File: src/rtl/one_wire_rom_collector.sv
// one_wire_rom_collector: gathers eight received 1-Wire bytes into a 64-bit
// ROM ID, runs a bit-serial Dallas/Maxim CRC-8 over them and reports the
// frame to the host. Partial frames are aborted on inter-byte timeout or clear.
module one_wire_rom_collector #(
  parameter int unsigned TIMEOUT_CYCLES = 50000
) (
  input  logic        clk,
  input  logic        rst_n,
  input  logic        rx_valid,
  input  logic [7:0]  rx_byte,
  input  logic        clear,
  output logic        frame_valid,
  output logic        crc_ok,
  output logic [63:0] rom_id,
  output logic [7:0]  family_code,
  output logic [3:0]  byte_count,
  output logic        busy,
  output logic        err_timeout,
  output logic        err_overrun
);

  localparam int unsigned GW = $clog2(TIMEOUT_CYCLES + 1);
  // Timeout fires on the idle cycle whose increment would reach TIMEOUT_CYCLES.
  localparam logic [GW-1:0] GAP_LAST = GW'(TIMEOUT_CYCLES - 1);
  localparam logic [GW-1:0] GAP_ONE  = GW'(1);

  typedef enum logic [1:0] {IDLE, SHIFT, REPORT} state_t;

  state_t        state;
  logic [7:0]    shreg;
  logic [7:0]    crc;
  logic [2:0]    bitcnt;
  logic [GW-1:0] gapcnt;
  logic [63:0]   frame;

  // One step of the reflected 0x8C CRC, LSB first.
  function automatic logic [7:0] crc_step(input logic [7:0] c, input logic b);
    logic fb;
    fb = c[0] ^ b;
    return (c >> 1) ^ (fb ? 8'h8C : 8'h00);
  endfunction

  assign family_code = rom_id[7:0];
  assign busy        = (state != IDLE) || (byte_count != 4'd0);

  // Frame assembly FSM: byte capture, serial CRC, report, timeout and overrun.
  always_ff @(posedge clk or negedge rst_n) begin
    if (!rst_n) begin
      state       <= IDLE;
      shreg       <= '0;
      crc         <= '0;
      bitcnt      <= '0;
      gapcnt      <= '0;
      frame       <= '0;
      byte_count  <= '0;
      rom_id      <= '0;
      crc_ok      <= 1'b0;
      frame_valid <= 1'b0;
      err_timeout <= 1'b0;
      err_overrun <= 1'b0;
    end else begin
      frame_valid <= 1'b0;
      err_timeout <= 1'b0;
      err_overrun <= 1'b0;
      if (clear) begin
        state      <= IDLE;
        byte_count <= '0;
        crc        <= '0;
        gapcnt     <= '0;
        bitcnt     <= '0;
      end else begin
        if (rx_valid && state != IDLE) begin
          err_overrun <= 1'b1;
        end
        case (state)
          IDLE: begin
            if (rx_valid) begin
              frame[{byte_count[2:0], 3'b000} +: 8] <= rx_byte;
              shreg  <= rx_byte;
              if (byte_count == 4'd0) begin
                crc <= '0;
              end
              gapcnt <= '0;
              bitcnt <= '0;
              state  <= SHIFT;
            end else if (byte_count != 4'd0) begin
              if (gapcnt == GAP_LAST) begin
                err_timeout <= 1'b1;
                byte_count  <= '0;
                crc         <= '0;
                gapcnt      <= '0;
              end else begin
                gapcnt <= gapcnt + GAP_ONE;
              end
            end
          end
          SHIFT: begin
            crc    <= crc_step(crc, shreg[0]);
            shreg  <= shreg >> 1;
            bitcnt <= bitcnt + 3'd1;
            if (bitcnt == 3'd7) begin
              byte_count <= byte_count + 4'd1;
              state      <= (byte_count == 4'd7) ? REPORT : IDLE;
            end
          end
          REPORT: begin
            rom_id      <= frame;
            crc_ok      <= (crc == 8'h00);
            frame_valid <= 1'b1;
            byte_count  <= '0;
            state       <= IDLE;
          end
          default: state <= IDLE;
        endcase
      end
    end
  end

endmodule

File: config.mk
export PLATFORM = sky130hd
export DESIGN_NAME = one_wire_rom_collector
export DESIGN_NICKNAME = d
export VERILOG_FILES = /design/src/rtl/one_wire_rom_collector.sv
export SDC_FILE = /design/constraint.sdc
export NUM_CORES = 1
export LEC_CHECK = 0
export CORE_ASPECT_RATIO = 0.6
export CORE_MARGIN = 5
export CORE_UTILIZATION = 50
export DETAILED_ROUTE_END_ITERATION = 8
export PLACE_DENSITY = 0.73
export SETUP_SLACK_MARGIN = 0.02
export SYNTH_ARGS = -nofsm -noshare
export SYNTH_HDL_FRONTEND = slang
export SYNTH_SLANG_ARGS = --single-unit
File: constraint.sdc
create_clock -name clk -period 2.88 [get_ports clk]
set_clock_uncertainty 0.2 [all_clocks]
set_input_delay 0.576 -clock clk [delete_from_list [all_inputs] [get_ports clk]]
set_output_delay 0.576 -clock clk [all_outputs]
set_load 0.05 [all_outputs]
# Word level (Yosys, flattened, before mapping)
# Cells that the tools add are included.
# op_classes
n_shift,2
n_mux,38
reduce_logical,20
n_bitwise,3
n_addsub,4
eq_ne,14
# op_table
cell,n
16-bit two-way mux,5
64-bit bitwise mux,1
"8-bit by 8-bit variable shift with 64-bit output, first input constant",1
8-bit by 8-bit indexed part select with 64-bit output,1
8-bit two-way mux,7
8-bit one-hot mux with 2 select lines,2
4-bit two-way mux,5
"16-bit by 1-bit adder with 16-bit output, second input constant",1
"16-bit equality test, second input constant",1
"3-bit inequality test, second input constant",5
"4-bit inequality test, second input constant",3
4-bit one-hot mux with 3 select lines,1
1-bit two-way mux,9
8-bit logical NOT,1
2-bit two-way mux,4
6-bit negation with 8-bit output,1
2-bit AND reduction,4
4-bit nonzero test,2
7-bit by 8-bit bitwise XOR with 8-bit output,1
3-bit two-way mux,2
3-bit one-hot mux with 2 select lines,1
3-bit AND reduction,2
2-bit nonzero test,3
3-bit nonzero test,2
other kinds (16),16
# totals
out_inout_bits,81
input_bits,12
regBits,173
elab_cells,93

# Logic depth before layout (Yosys ltp)
# depth
ltp_word,6
depth_mapped,10
depth_no_buf,8

# Worst setup path after synthesis
# No wires, ideal clock.
# synth_timing
path_kind,reg-to-reg
from,register byte_count[0]
to,register frame[32]
arrival_ps,2618
setup_ps,125
synth_period_minus_slack_ps,2942
path_slack_ps,-62
path_buffers,2
path_stages_with_launch,10
t_required_ps,2555
path_cell_list,dfrtp_1 inv_1 ha_1 ha_1 clkbuf_1 o21ai_0 nor3_1 nor2b_1 buf_2 mux2_2
# synth_via
elab_chain_cells,3
word_cells_on_any_way,4
cone_classes,1 x add/sub; 2 x shift; 1 x mux
# synth_lines
element,line_no,source
from (decl),16,"output logic [3:0] byte_count,"
from (signal assigned),102,byte_count <= byte_count + 4'd1;
6-bit negation with 8-bit output (*),78,"frame[{byte_count[2:0], 3'b000} +: 8] <= rx_byte;"
8-bit by 8-bit indexed part select with 64-bit output or 8-bit by 8-bit variable shift with 64-bit output (tied branches),78,
64-bit bitwise mux (*),78,
"to (signal, indexed assignment)",78,
to (decl),34,logic [63:0] frame;
# Mark *: on every way between the ends. The rest lies on a longest branch, timed or not.
# A chain may end at the register's enable or synchronous reset.

# Final worst setup path
# layout_timing
from,register byte_count[0]
to,output busy
# layout_via
elab_chain_cells,2
# layout_lines
element,line_no,source
4-bit nonzero test,44,assign busy = (state != IDLE) || (byte_count != 4'd0);
1-bit logical OR,44,
to (decl),17,"output logic busy,"
# Every way passes these cells.

==> flow_summary.json <==
{
  "place.gp.congestion": 0.826,
  "async_reset_ff_frac": 1.00,
  "die_w_um": 165,
  "die_h_um": 103,
  "grt_start_max_net_pins": 58,
  "drive_gt1_frac": 0.262,
  "cts.sinks": 173,
  "crit_fanout": 10,
  "hold_class": "reg2reg",
  "period_share": 0.902,
  "setup_viol": 0,
  "fin_nets": 704,
  "core-area_mm2": 0.0143,
  "grt_pass1_wl_um": 27200,
  "syn_inst": 577,
  "grt_use_total": 0.207,
  "wire_per_inst_um": 18.6,
  "power_mw": 5.16,
  "path_cells": "inv_1, ha_1, nor3b_1, buf_4, nand2_1, buf_4",
  "io_pins": 93,
  "status": "completed",
  "synth_area_mm2": 0.00725,
  "yosysSeqAreaShare": 0.597,
  "synth_warnings": 0,
  "synth_compound_area_frac": 0.0767,
  "cp_slowest_stage_delay_ns": 0.49,
  "rows": 34,
  "synth_xor_area_frac": 0.00363,
  "firstDrtPassIters": 5,
  "dp_hpwl_um": 11400,
  "hp-start": "frame[14]",
  "cp.arrival_ns": 1.82,
  "muxShareOfSynthArea": 0.179,
  "port_buffers": 92,
  "drc": 0,
  "synth_top_family_by_area": "multiplexers",
  "syn_avg_cell_area_um2": 12.6,
  "p_leak_nw": 4.20,
  "layout_commonest_cell": "dfrtp_1",
  "critPathLaunchType": "register",
  "wl_um": 16700,
  "dr.first_iter.drc_count": 382,
  "postCtsSetupBuffers": 0,
  "vias": 4943,
  "insertion_delay_ns": 0.42,
  "cp.required_ns": 2.10,
  "num_antenna_cells": 0,
  "syn_to_final_growth_pct": 25.9,
  "period_needed_ns": 2.60,
  "path_delay_family": "flip-flops",
  "final_cell_mix": "dfrtp_1, mux2_2, clkdlybuf4s50_1",
  "synthAdderAreaFrac": 0.0104,
  "fmax_ghz": 0.385,
  "finalMaxSlewViolations": 0,
  "critPathMostFrequentCell": "buf_4",
  "yosys.area_share.simple": 0.103,
  "r2r_slack_ns": 0.36,
  "tns_ns": 0,
  "numCtsBuffers": 17,
  "synth_fp_nets": 595,
  "cts_buffer_depth": 2,
  "antenna_found_initial": 0,
  "cp.buffers_inverters": 3,
  "overflow": 0,
  "h-tree-depth": 4,
  "cp-end-kind": "output pin",
  "worstHoldPathCells": 2,
  "powerDensity_mw_per_mm2": 566,
  "max_cap_viol_count": 0,
  "timing.rr.start": "byte_count[0]",
  "cts_tree": "done",
  "r2r_cells": 8,
  "ir_drop_mv": 0.410,
  "ys_seq_elements": 173,
  "synth-main-ff-cell": "dfrtp_1",
  "cts-root-buf": "clkbuf_16",
  "synth_edf_count": 0,
  "grt_pass1_vias": 4990,
  "finalHoldViolations": 0,
  "crit_type": "reg2out",
  "netlist-cell-type-count": 46,
  "rsz0062_at_grt": "false",
  "worstMarginPinSlew_ns": 0.588,
  "die_area_mm2": 0.0171,
  "slowest_stage": "dfrtp_2",
  "start_util": 0.505,
  "min_to": "frame[14]",
  "ant_nets": 0,
  "clk_pin_slew_ns": 0.07,
  "detail_route.vias_per_cell": 5.52,
  "slew_headroom": 0.607,
  "timing.rr.end": "frame[32]"
}
[report_power, final]
part           internal [mW]  switching (mW)
Sequential              2.50          0.0479
Combinational          0.108           0.160
Clock                   1.39           0.955
Total                   4.00            1.16
[how the worst max path moves through the flow]
stage                   from         to  slack [ns]  cells past startpoint
4_1_cts        byte_count[0]       busy        0.28                      6
2_1_floorplan  byte_count[1]  frame[32]        0.02                      9
5_1_grt        byte_count[0]       busy        0.20                      6
6_report       byte_count[0]       busy        0.28                      6
3_3_place_gp           clear  gapcnt[2]        0.09                      7
3_5_place_dp           clear  gapcnt[2]        0.07                      7
[per-stage QoR]
| step | setup slack [ns] | instances | util | hold WS (ns) | area, µm² |
|---|---|---|---|---|---|
| floorplan | 0.0206 | 577 | - | 0.0804 | 7250 |
| global placement | 0.0948 | 864 | 0.594 | 0.259 | 8510 |
| detailed placement | 0.0714 | 864 | 0.594 | 0.265 | 8510 |
| global route | 0.198 | 896 | 0.636 | 0.304 | 9120 |
| finish | 0.283 | 896 | 0.636 | 0.275 | 9120 |
| CTS | 0.276 | 896 | 0.636 | 0.279 | 9120 |
[state kept, by name, summed over array words and instances, names as in the netlist]
register	count
shreg	8
state	2
frame	64
bitcnt	3
gapcnt	16
rom_id	64
byte_count	4
err_overrun	1
crc	8
err_timeout	1
frame_valid	1
crc_ok	1
[per-layer routing]
metal  vias up  global-route usage  part of all wire
met5         -                   0                 0
met4         0              0.0482            0.0094
met3        16              0.0424             0.051
met2       145               0.292              0.42
met1      2506               0.331              0.52
li1       2276                   -                 -
[final cells by class]
| cell class | count | area (µm²) |
|---|---|---|
| flip-flops and latches | 173 | 4330 |
| clock buffers | 19 | 443 |
| inverters | 12 | 45.0 |
| repair buffers | 124 | 1200 |
| fillers | 1094 | 5210 |
| well taps | 198 | 248 |
| multi-input cells | 358 | 2700 |
| clock inverters | 12 | 159 |
[repair_timing]
action | 4_1_cts | 5_1_grt
setup endpoints to repair | 0 | 0
hold buffers | 1 | 0
gates resized for setup | 0 | 0
hold endpoints to repair | 52 | 0
[Yosys cell counts (2+ instances only)]
cell	count	area (µm²)
a22o_1	9	78.8
xor2_1	3	26.3
and4_1	2	17.5
nor3_1	3	15.0
nand3_1	13	65.1
a41oi_1	3	26.3
nor3_2	3	30.0
a21oi_1	9	45.0
nor2b_1	7	43.8
nor4b_1	2	17.5
mux2i_1	10	100
nor4_1	3	18.8
o21ai_0	48	240
inv_1	12	45.0
nand2_1	63	236
or4_1	2	15.0
and3_1	7	43.8
nor2_2	2	12.5
clkbuf_1	15	56.3
nor3b_1	3	22.5
buf_4	8	60.1
ha_1	6	75.1
buf_2	10	50.1
a22oi_1	3	22.5
nor2_1	15	56.3
mux2_2	106	1190
and2_1	2	12.5
nand4_1	5	31.3
o31ai_1	3	22.5
dfrtp_1	173	4330
a31oi_1	12	75.1
[cells by family (layout without fill, tap and decap cells)]
family,after synthesis,after routing
AO/OA/AOI/OAI,92,92
flip-flops,173,173
buffers and inverters,46,167
multiplexers,116,116
XOR/XNOR,3,3
adder cells (fa/ha/maj),6,6
AND/OR/NAND/NOR,141,141
[worst register-to-register path, cell delays in order, from the launching register on]
cell,delay [ns]
dfrtp_2,0.48
inv_1,0.10
ha_1,0.24
ha_1,0.30
o21ai_0,0.09
nor3_1,0.22
nor2b_1,0.21
buf_4,0.21
mux2_2,0.36
No activity file was read; power rests on OpenSTA's default activity.
==> variant (same settings) <==
`TIMEOUT_CYCLES`: 50000 -> 25000.
--- a/src/rtl/one_wire_rom_collector.sv
+++ b/src/rtl/one_wire_rom_collector.sv
@@ -2,7 +2,7 @@
 // ROM ID, runs a bit-serial Dallas/Maxim CRC-8 over them and reports the
 // frame to the host. Partial frames are aborted on inter-byte timeout or clear.
 module one_wire_rom_collector #(
-  parameter int unsigned TIMEOUT_CYCLES = 50000
+  parameter int unsigned TIMEOUT_CYCLES = 25000
 ) (
   input  logic        clk,
   input  logic        rst_n,
Function: same outputs for any inputs over 10 cycles, from zero or initial values and one cycle with rst_n low; that may be too few to reach the edited logic, so the function may still have changed.
==> variant against the unedited design <==
  * Wire length is 1.6% higher
  * Design area is 1.3% higher
  * Synthesized area is 1.8% higher
  * Critical path depth is 1 lower
  * Worst setup slack worse by 200 ps
  * Sequential cell count is 1 lower
  * Sequential share of layout area is 0.87 points lower
  * Die area is 1.7% higher
  * Via count hardly changed
  * Total power is 1.1% lower
  * Largest power group unchanged
==> variant: results (changes against the unedited design) <==
synth:
  synthMuxAreaShare_pct: 19.12  # was 17.86%
  ys_seq_area_share_pct: 58.35  # was 59.75%
  syn-num-nets: 589  # was 595
  synth_xor_area_share_pct: 0.7125  # was 0.3626%
  synth_compound_area_share_pct: 7.396  # was 7.667%
  yosys-top-cells-area: "dfrtp_1 (58%), mux2_2 (18%), nand2_1 (2.7%), o21ai_0 (1.6%), buf_4 (1.2%)"  # was dfrtp_1 (60%), mux2_2 (16%), o21ai_0 (3.3%), nand2_1 (3.3%), mux2i_1 (1.4%)
  synth.avg_cell_area_sq_um: 12.92  # was 12.56 sq um
  synth_common_cells: "dfrtp_1 (172), mux2_2 (119), nand2_1 (54)"  # was dfrtp_1 (173), mux2_2 (106), nand2_1 (63)
  synthAdderAreaFrac_pct: 1.018  # was 1.036%
place:
  gp_congestion: 0.8221  # was 0.8262
  post-place-ws_ps: 256.6  # was 71.37 ps
  placed_area_sq_um: 8615  # was 8512 sq um
  dp_cells: 856  # was 864
  dp_hpwl_um: 11760  # was 11430 um
pwr:
  p_leak_uw: 0.004236  # was 0.004198 uW
  power_uw: 5105  # was 5162 uW
  p_int_uw: 3882  # was 3998 uW
  irDropWorstVdd_uv: 331.9  # was 410.1 uV
critical_path:
  r2r_cells: 5  # was 8
  timing.rr.end: "frame[3]$_DFFE_PN0P_"  # was frame[32]$_DFFE_PN0P_
  reg2reg_slack_ps: 510  # was 360 ps
  max_stage_delay_ps: 440  # was 490 ps
  cp.arrival_ps: 2020  # was 1820 ps
global_routing:
  track_usage_pct: 20.14  # was 20.73%
  grt_max_degree: 66  # was 58
  grtUsageMet1_pct: 30.88  # was 33.13%
  grtUsageMet3_pct: 4.823  # was 4.238%
  grt_first_pass_wirelength_um: 28230  # was 27190 um
  grt_pass1_vias: 5110  # was 4990
drt:
  vias_per_cell: 5.549  # was 5.517
  dr_wl_met2_um: 7478  # was 7053 um
  drt_iter0_markers: 407  # was 382
  wl_met3_um: 906  # was 849 um
  wl_per_cell_um: 19.03  # was 18.62 um
finish:
  inverters: 16  # was 12
  nNonClkBuffers: 125  # was 124
  syn_to_final_growth_pct: 25.33  # was 25.92%
  buffer_area_share_pct: 13.06  # was 13.15%
  clock_area_share_pct: 6.470  # was 6.596%
  seq_area_share_pct: 46.59  # was 47.46%
  multi_input_area_sq_um: 2824  # was 2699 sq um
  fill_cells: 1066  # was 1094
  layout.cells.non_filler: 891  # was 896
sta:
  setup_ws_ps: 83.45  # was 283.2 ps
  hold_ws_ps: 293.7  # was 274.6 ps
run_status:
  status: "complete, no violations"  # unchanged
min_path:
  worstHoldStart: "shreg[2]$_DFFE_PN0P_"  # was frame[14]$_DFFE_PN0P_
  min_to: "shreg[2]$_DFFE_PN0P_"  # was frame[14]$_DFFE_PN0P_
==> variant: cell count changes in the layout (fill, tap and decap cells not counted), moves of 6 or more <==
cell,change
o21ai_0,-24
mux2_2,+13
a22o_1,-9
a31oi_1,-9
nand2_1,-9
o221ai_1,+8
a22oi_1,+6
==> variant: repair_timing <==
action	4_1_cts	5_1_grt
hold endpoints to repair	47	0
hold buffers	1	0
endpoints found under the setup margin	1	1
resized for setup	1	2
setup buffers	0	2
pin swaps	0	0
==> variant: tightest hold or removal path: stages, from the launching register on <==
cell	delay, ps
dfrtp_1	340
nand2_1	50
o21ai_0	70
==> variant: kinds of logic (layout without fill, tap and decap cells) <==
logic type / count (synthesis) / in the layout
DFF: 172 / 172
and+or+nand+nor: 134 / 134
muxes: 126 / 126
AOI/OAI and AO/OA: 76 / 76
buffers and inverters: 51 / 173
adders and majority gates: 6 / 6
xor gates and xnor gates: 6 / 6
